`config.mk`:
```
export PLATFORM = sky130hd
export DESIGN_NAME = fifo_wr_arbiter
export DESIGN_NICKNAME = d
export VERILOG_FILES = /design/src/rtl/fifo_wr_arbiter.sv
export SDC_FILE = /design/constraint.sdc
export NUM_CORES = 1
export LEC_CHECK = 0
export BUFFER_PORTS_ARGS = -buffer_cell sky130_fd_sc_hd__clkbuf_2
export CORE_AREA = 2 2 68 70
export CTS_CLUSTER_SIZE = 10
export DETAILED_ROUTE_END_ITERATION = 8
export DIE_AREA = 0 0 70 72
export PLACE_DENSITY = 0.92
export SLEW_MARGIN = 15
export SYNTH_ARGS = -nofsm -noshare
export SYNTH_HDL_FRONTEND = slang
export SYNTH_SLANG_ARGS = --single-unit
```
`constraint.sdc`:
```
create_clock -name clk -period 4.01 [get_ports clk]
set_clock_uncertainty 0.2 [all_clocks]
set_input_delay 0.2005 -clock clk [delete_from_list [all_inputs] [get_ports clk]]
set_output_delay 0.2005 -clock clk [all_outputs]
set_load 0.005 [all_outputs]
```
`src/rtl/fifo_wr_arbiter.sv`:
```
`default_nettype none
// ============================================================================
// Module   : fifo_wr_arbiter
// Brief    : Round-robin, burst-limited arbiter sharing one FIFO write port
//            among N_REQ producers; stalls on FIFO full without rotating.
// Revision : 1.0 - initial release
// ============================================================================
module fifo_wr_arbiter #(
    parameter int N_REQ     = 4,
    parameter int DATA_W    = 32,
    parameter int MAX_BURST = 4
) (
    input  logic                    clk,
    input  logic                    rst,
    input  logic                    en,
    input  logic [N_REQ-1:0]        req,
    input  logic [N_REQ*DATA_W-1:0] din_bus,
    input  logic                    fifo_full,
    output logic [N_REQ-1:0]        ack,
    output logic [N_REQ-1:0]        grant,
    output logic                    fifo_wr_en,
    output logic [DATA_W-1:0]       fifo_din
);

    localparam int C_OWN_W = (N_REQ > 1) ? $clog2(N_REQ) : 1;
    localparam int C_CNT_W = $clog2(MAX_BURST + 1);

    localparam logic [C_OWN_W-1:0] C_OWN_LAST = C_OWN_W'(N_REQ - 1);
    localparam logic [C_OWN_W-1:0] C_OWN_ONE  = C_OWN_W'(1);
    localparam logic [C_CNT_W-1:0] C_CNT_LAST = C_CNT_W'(MAX_BURST - 1);
    localparam logic [C_CNT_W-1:0] C_CNT_ONE  = C_CNT_W'(1);
    localparam logic [N_REQ-1:0]   C_ONEHOT0  = {{(N_REQ-1){1'b0}}, 1'b1};

    typedef enum logic [0:0] {
        S_IDLE = 1'b0,
        S_BUSY = 1'b1
    } state_t;

    state_t               r_state;
    logic [N_REQ-1:0]     r_grant;
    logic [C_OWN_W-1:0]   r_owner;
    logic [C_OWN_W-1:0]   r_last_owner;
    logic [C_CNT_W-1:0]   r_burst_cnt;

    logic                 w_pick_valid;
    logic [C_OWN_W-1:0]   w_pick;
    logic [C_OWN_W-1:0]   w_scan;
    logic                 w_owner_req;
    logic                 w_wr;
    logic                 w_release;

    // Scan starts one past the previous owner so it ends up lowest priority.
    always_comb begin
        w_pick_valid = 1'b0;
        w_pick       = '0;
        w_scan       = r_last_owner;
        for (int k = 0; k < N_REQ; k++) begin
            w_scan = (w_scan == C_OWN_LAST) ? '0 : w_scan + C_OWN_ONE;
            if (!w_pick_valid && req[w_scan]) begin
                w_pick_valid = 1'b1;
                w_pick       = w_scan;
            end
        end
    end

    assign w_owner_req = req[r_owner];
    // Reset suppresses the write in the very cycle it is asserted.
    assign w_wr        = (r_state == S_BUSY) & w_owner_req & ~fifo_full & en & ~rst;
    assign w_release   = (r_state == S_BUSY)
                       & ((w_wr & (r_burst_cnt == C_CNT_LAST)) | ~w_owner_req);

    assign fifo_wr_en = w_wr;
    assign ack        = w_wr ? r_grant : '0;
    assign grant      = r_grant;
    assign fifo_din   = din_bus[int'(r_owner)*DATA_W +: DATA_W];

    always_ff @(posedge clk) begin
        if (rst) begin
            r_state      <= S_IDLE;
            r_grant      <= '0;
            r_owner      <= '0;
            r_last_owner <= C_OWN_LAST;
            r_burst_cnt  <= '0;
        end else if (en) begin
            case (r_state)
                S_IDLE: begin
                    if (w_pick_valid) begin
                        r_owner     <= w_pick;
                        r_grant     <= C_ONEHOT0 << w_pick;
                        r_burst_cnt <= '0;
                        r_state     <= S_BUSY;
                    end
                end
                S_BUSY: begin
                    if (w_release) begin
                        r_last_owner <= r_owner;
                        r_grant      <= '0;
                        r_burst_cnt  <= '0;
                        r_state      <= S_IDLE;
                    end else if (w_wr) begin
                        r_burst_cnt <= r_burst_cnt + C_CNT_ONE;
                    end
                end
                default: begin
                    r_grant <= '0;
                    r_state <= S_IDLE;
                end
            endcase
        end
    end

endmodule
`default_nettype wire
```
======== After elaboration in Yosys (flattened, before gate mapping) ========
Cells that the tools add are included.
operators by class
  $add $sub $neg .......................... 5
  order comparisons ....................... 5
  equal/unequal tests ..................... 8
  shift operators ......................... 2
  muxes and demuxes ....................... 33
  bitwise operators ....................... 11
  reductions and logical operators ........ 10
operators with widths
  kind                                                    count
  variable part select 128 x 8 -> 32 bit                  1
  two-way mux 2 bit                                       8
  < comparator 2 x 3 -> 1 bit (second input constant)     5
  two-way mux 4 bit                                       3
  AND reduction 3 bit                                     4
  two-way mux 1 bit                                       11
  binary-select mux 1 bit (select 2 bit)                  5
  two-way mux 3 bit                                       3
  adder 2 x 1 -> 2 bit (second input constant)            4
  == test 2 bit (second input constant)                   4
  case mux 4 bit (2 select lines)                         1
  AND 1 bit                                               6
  case mux 3 bit (2 select lines)                         1
  NOT 1 bit                                               4
  left shift 1 x 2 -> 4 bit (first input constant)        1
  adder 3 x 1 -> 3 bit (second input constant)            1
  == test 3 x 2 -> 1 bit (second input constant)          1
  logical AND 1 bit                                       3
  zero test 1 bit                                         3
  inequality test 3 x 1 -> 1 bit (second input constant)  1
  inequality test 2 x 1 -> 1 bit (second input constant)  1
  inequality test 2 bit (second input constant)           1
  case mux 1 bit (2 select lines)                         1
  bitwise OR 1 bit                                        1
storage, ports and cells
  flip-flop bits (word level) ............. 12
  bits of input ports ..................... 136
  output and inout bits ................... 41

======== Depth between registers and ports, before layout ========
  word-level depth ........................ 17
  mapped depth ............................ 7
  mapped depth without buffers ............ 7

======== Least setup slack after synthesis ========
Ideal clock, no wire load.
  kind .................................... reg2reg
  start point ............................. register r_last_owner[0]
  end point ............................... register r_grant[2], in the netlist grant[2]
  arrival ................................. 1502 ps
  path slack .............................. 2191 ps
  stages on the path, launching flop included .. 6
  path buffers ............................ 0
  clock period less this slack ............ 1819 ps
  path through ............................ dfxtp_1 > ha_1 > mux2i_1 > a211oi_1 > inv_1 > a32o_1
on the way
  cells in the longest elaborated chain, start to end .. 17
RTL lines
  item                                                                           RTL line  RTL
  from (decl)                                                                    42        logic [C_OWN_W-1:0] r_last_owner;
  from (signal assigned)                                                         96        r_last_owner <= r_owner;
  adder 2 x 1 -> 2 bit / == test 2 bit (equally long branches)                   58        w_scan = (w_scan == C_OWN_LAST) ? '0 : w_scan + C_OWN_ONE;
  two-way mux 2 bit (*)                                                          58
  parallel branches: the longest is 15 deep, another holds adder 2 x 1 -> 2 bit  --
  to (signal assigned)                                                           89        r_grant <= C_ONEHOT0 << w_pick;
  to (decl)                                                                      40        logic [N_REQ-1:0] r_grant;
Every way passes the cells marked *. The select of a mux whose other input is x is not followed.
A chain may end at the register's enable or synchronous reset.

======== Final worst setup path ========
  start point ............................. register r_owner[0]
  end point ............................... output ack[0]
on the way
  cells in the longest elaborated chain, start to end .. 7
RTL lines
  item                                     RTL line  RTL
  from (decl)                              41        logic [C_OWN_W-1:0] r_owner;
  from (signal assigned)                   88        r_owner <= w_pick;
  binary-select mux 1 bit (select 2 bit)   66        assign w_owner_req = req[r_owner];
  two-way mux 1 bit (not written as such)  66
  AND 1 bit (4 in a row)                   68        assign w_wr = (r_state == S_BUSY) & w_owner_req & ~fifo_full & en & ~rst;
  two-way mux 4 bit                        73        assign ack = w_wr ? r_grant : '0;
  to (decl)                                19        output logic [N_REQ-1:0] ack,
Every way passes these cells. The select of a mux whose other input is x is not followed.

==> flow_summary.yaml <==
grt:
  grt_pass1_vias: 1827
  grt_max_degree: 22
  track_usage_pct: 22.1
  grt_antenna_before_repair: 0
  overflow: 0
  grt_pass1_wl_um: 8740
critical_path:
  end_kind: "output pin"
  path_class: "reg -> out"
  crit_buf_inv: 1
  path_delay_family: "flip-flops"
  reg2reg_setup_slack_ns: 1.89
  slowest_stage: "dfxtp_2"
  max_stage_delay_ns: 0.71
  cp.depth: 5
  start_kind: "flop"
  critPathRequiredTime_ns: 3.61
  arrival_ns: 2.14
  critPathMaxFanout: 19
  regToRegEndpoint: "r_burst_cnt[1]$_SDFFE_PP0P_"
  path_cells: "mux2i_1 -> o22a_1 -> nor3_1 -> and2_1 -> clkbuf_2"
  r2r_cells: 4
  r2r-start: "r_owner[0]$_SDFFE_PP0P_"
power:
  netSwitchingFraction_pct: 30.7
  pwr-share-seq_pct: 28.9
  total_power_mw: 0.485
  power.internal_mw: 0.336
  ir_worst_vdd_v: 0.000295
  p_sw_mw: 0.149
  clock_power_share_pct: 22.3
  p_leak_nw: 1.20
  power_density_nw_per_um2: 199
  comb_power_share_pct: 48.7
logic_synthesis:
  synth_edf_count: 0
  synth_area_leaders: "mux4_2 49%, dfxtp_1 16%, nor2_1 3.3%"
  ys_async_sr_fraction_pct: 0
  ys_top_cells_by_count: "32 x mux4_2, 13 x nor2_1, 12 x dfxtp_1"
  synth_most_common_cell: "mux4_2"
  post_synth_num_cell_types: 31
  syn_avg_cell_area_um2: 11.9
  syn_inst: 124
  yosysSeqAreaShare_pct: 16.3
  ys_warn_count: 0
  synth_fp_nets: 263
  synth_ff_type: "dfxtp_1"
  ys_ff_latch: 12
  yosys.area.top_type: "mux4_2"
  synth_area_um2: 1480
  synth_top_area_share_pct: 48.8
route:
  dr.pass1.iters: 4
  routedWlPerCell_um: 17.5
  routed_wirelength_um: 6080
  drc: 0
  vias: 1834
  drtIter0Drc: 88
  antenna_left: 0
  vias_per_cell: 5.27
place:
  port_buffers: 176
  place_ws_ns: 1.68
  gp_congestion: 0.799
  hpwl_um: 5350
  placed_cell_area_um2: 2390
  dp_cells: 345
min_path:
  worstHoldStart: "en"
  hold_class: "in -> reg"
  holdPathStages: 3
  min_to: "r_state$_SDFFE_PP0P_"
floorplanning:
  coreArea_um2: 4260
  die_x_um: 70
  die_area_um2: 5040
  fp.dieH_um: 72
  fp-row-count: 24
  initial_utilization_pct: 34.6
  io-pin-count: 177
run:
  cap_violations: 0
final_layout:
  fin_nets: 437
  fin_util_pct: 57.1
  final.fill_count: 382
  layout-drive-gt1-share_pct: 74.7
  syn_to_final_growth_pct: 64.8
  diodes: 0
  final_area_um2: 2430
  stdcell_count: 348
sta:
  finalCritPeriodShare_pct: 63.4
  final.min_clock_period_ns: 2.54
  max_slew_margin_pct: 55.0
  setup_viol: 0
  hold_viol_final: 0
  timing.hold.ws_ns: 0.105
  rsz0062_at_grt: "no"
  tightest_slew_ns: 0.674
  totalNegativeSetupSlack_ns: 0
  setup_slack_ns: 1.47
  max_clock_freq_mhz: 393
  drv_slew: 0
outcome:
  status: "complete, no violations"
cts:
  root_buffer: "clkbuf_8"
  cts_tree: "built"
  clockBufferDepth: 2
  h-tree-depth: 1
  cts_setup_buffers: 0
  cts_buffers: 3
  insertion_delay_ns: 0.24
  ctsHoldBuffers: 0
  clock_sinks: 12
  post_cts_resized: 0
  path_clk_slew_ns: 0.05
==> worst max path at each step <==
stage | startpoint | end
2_1_floorplan | r_last_owner[0]$_SDFFE_PP1P_ | grant[2]$_SDFFE_PP0P_
5_1_grt | r_owner[0]$_SDFFE_PP0P_ | ack[1]
3_5_place_dp | r_owner[0]$_SDFFE_PP0P_ | ack[0]
3_3_place_gp | r_owner[0]$_SDFFE_PP0P_ | fifo_din[6]
6_report | r_owner[0]$_SDFFE_PP0P_ | ack[0]
4_1_cts | r_owner[0]$_SDFFE_PP0P_ | ack[0]
==> sequential cells by signal (all words and copies together), names as in the netlist <==
signal,flops
r_state,1
r_burst_cnt,3
grant,4
r_owner,2
r_last_owner,2
==> worst reg2reg max path: stages (launching register included) <==
cell	delay, ns
dfxtp_2	0.71
mux2i_1	0.17
o22a_1	0.29
or3_4	0.43
o31ai_2	0.23
==> cell usage in the layout (no fill, tap or decap), drive strengths merged <==
cell type / n
inv: 3
nor2: 13
o21a: 1
o2bb2ai: 1
a32oi: 1
buf: 2
nand2b: 4
a21oi: 6
mux4: 32
or4: 1
mux2i: 4
clkbuf: 179
dfxtp: 12
o21ai: 5
nand3b: 3
a32o: 1
a221oi: 1
o211a: 1
mux2: 1
ha: 3
nor3b: 1
nand2: 5
and2: 4
a211oi: 1
or3: 1
o31ai: 3
o22a: 1
a21o: 1
nor3: 5
==> kinds of logic (layout without fill, tap and decap cells) <==
logic type	after synthesis	in the layout	share of synthesized area (%)
AOI/OAI and AO/OA	23	23	12.0
adders and majority gates	3	3	2.54
buffers and inverters	12	184	3.90
DFF	12	12	16.3
muxes	37	37	52.3
and+or+nand+nor	37	37	13.0
==> cell type report <==
type	instances	area [um2]	area share, %
Sequential cell	12	241	9.92
Clock buffer	3	41.3	1.70
Tap cell	52	65.1	2.67
Inverter	3	11.3	0.463
Multi-Input combinational cell	100	1180	48.4
Timing Repair Buffer	178	896	36.8
==> layer usage <==
layer	GRT usage, %	wire length (um)	part of all wire (%)	vias to the layer above
met2	39.2	3170	52	86
met3	4.44	394	6.5	5
met4	2.35	31	0.51	0
met1	29.3	2480	41	885
met5	0	0	0	-
li1	-	-	-	858
==> power by group through the flow <==
| stage | clock network, mW | logic [mW] | registers, mW |
|---|---|---|---|
| after floorplan | 0 | 0.123 | 0.132 |
| after global placement | 0 | 0.229 | 0.143 |
| after detailed placement | 0 | 0.236 | 0.143 |
| after CTS | 0.110 | 0.238 | 0.141 |
| after global routing | 0.115 | 0.254 | 0.143 |
| final | 0.108 | 0.236 | 0.140 |
Power figures use the tool's default switching activity.
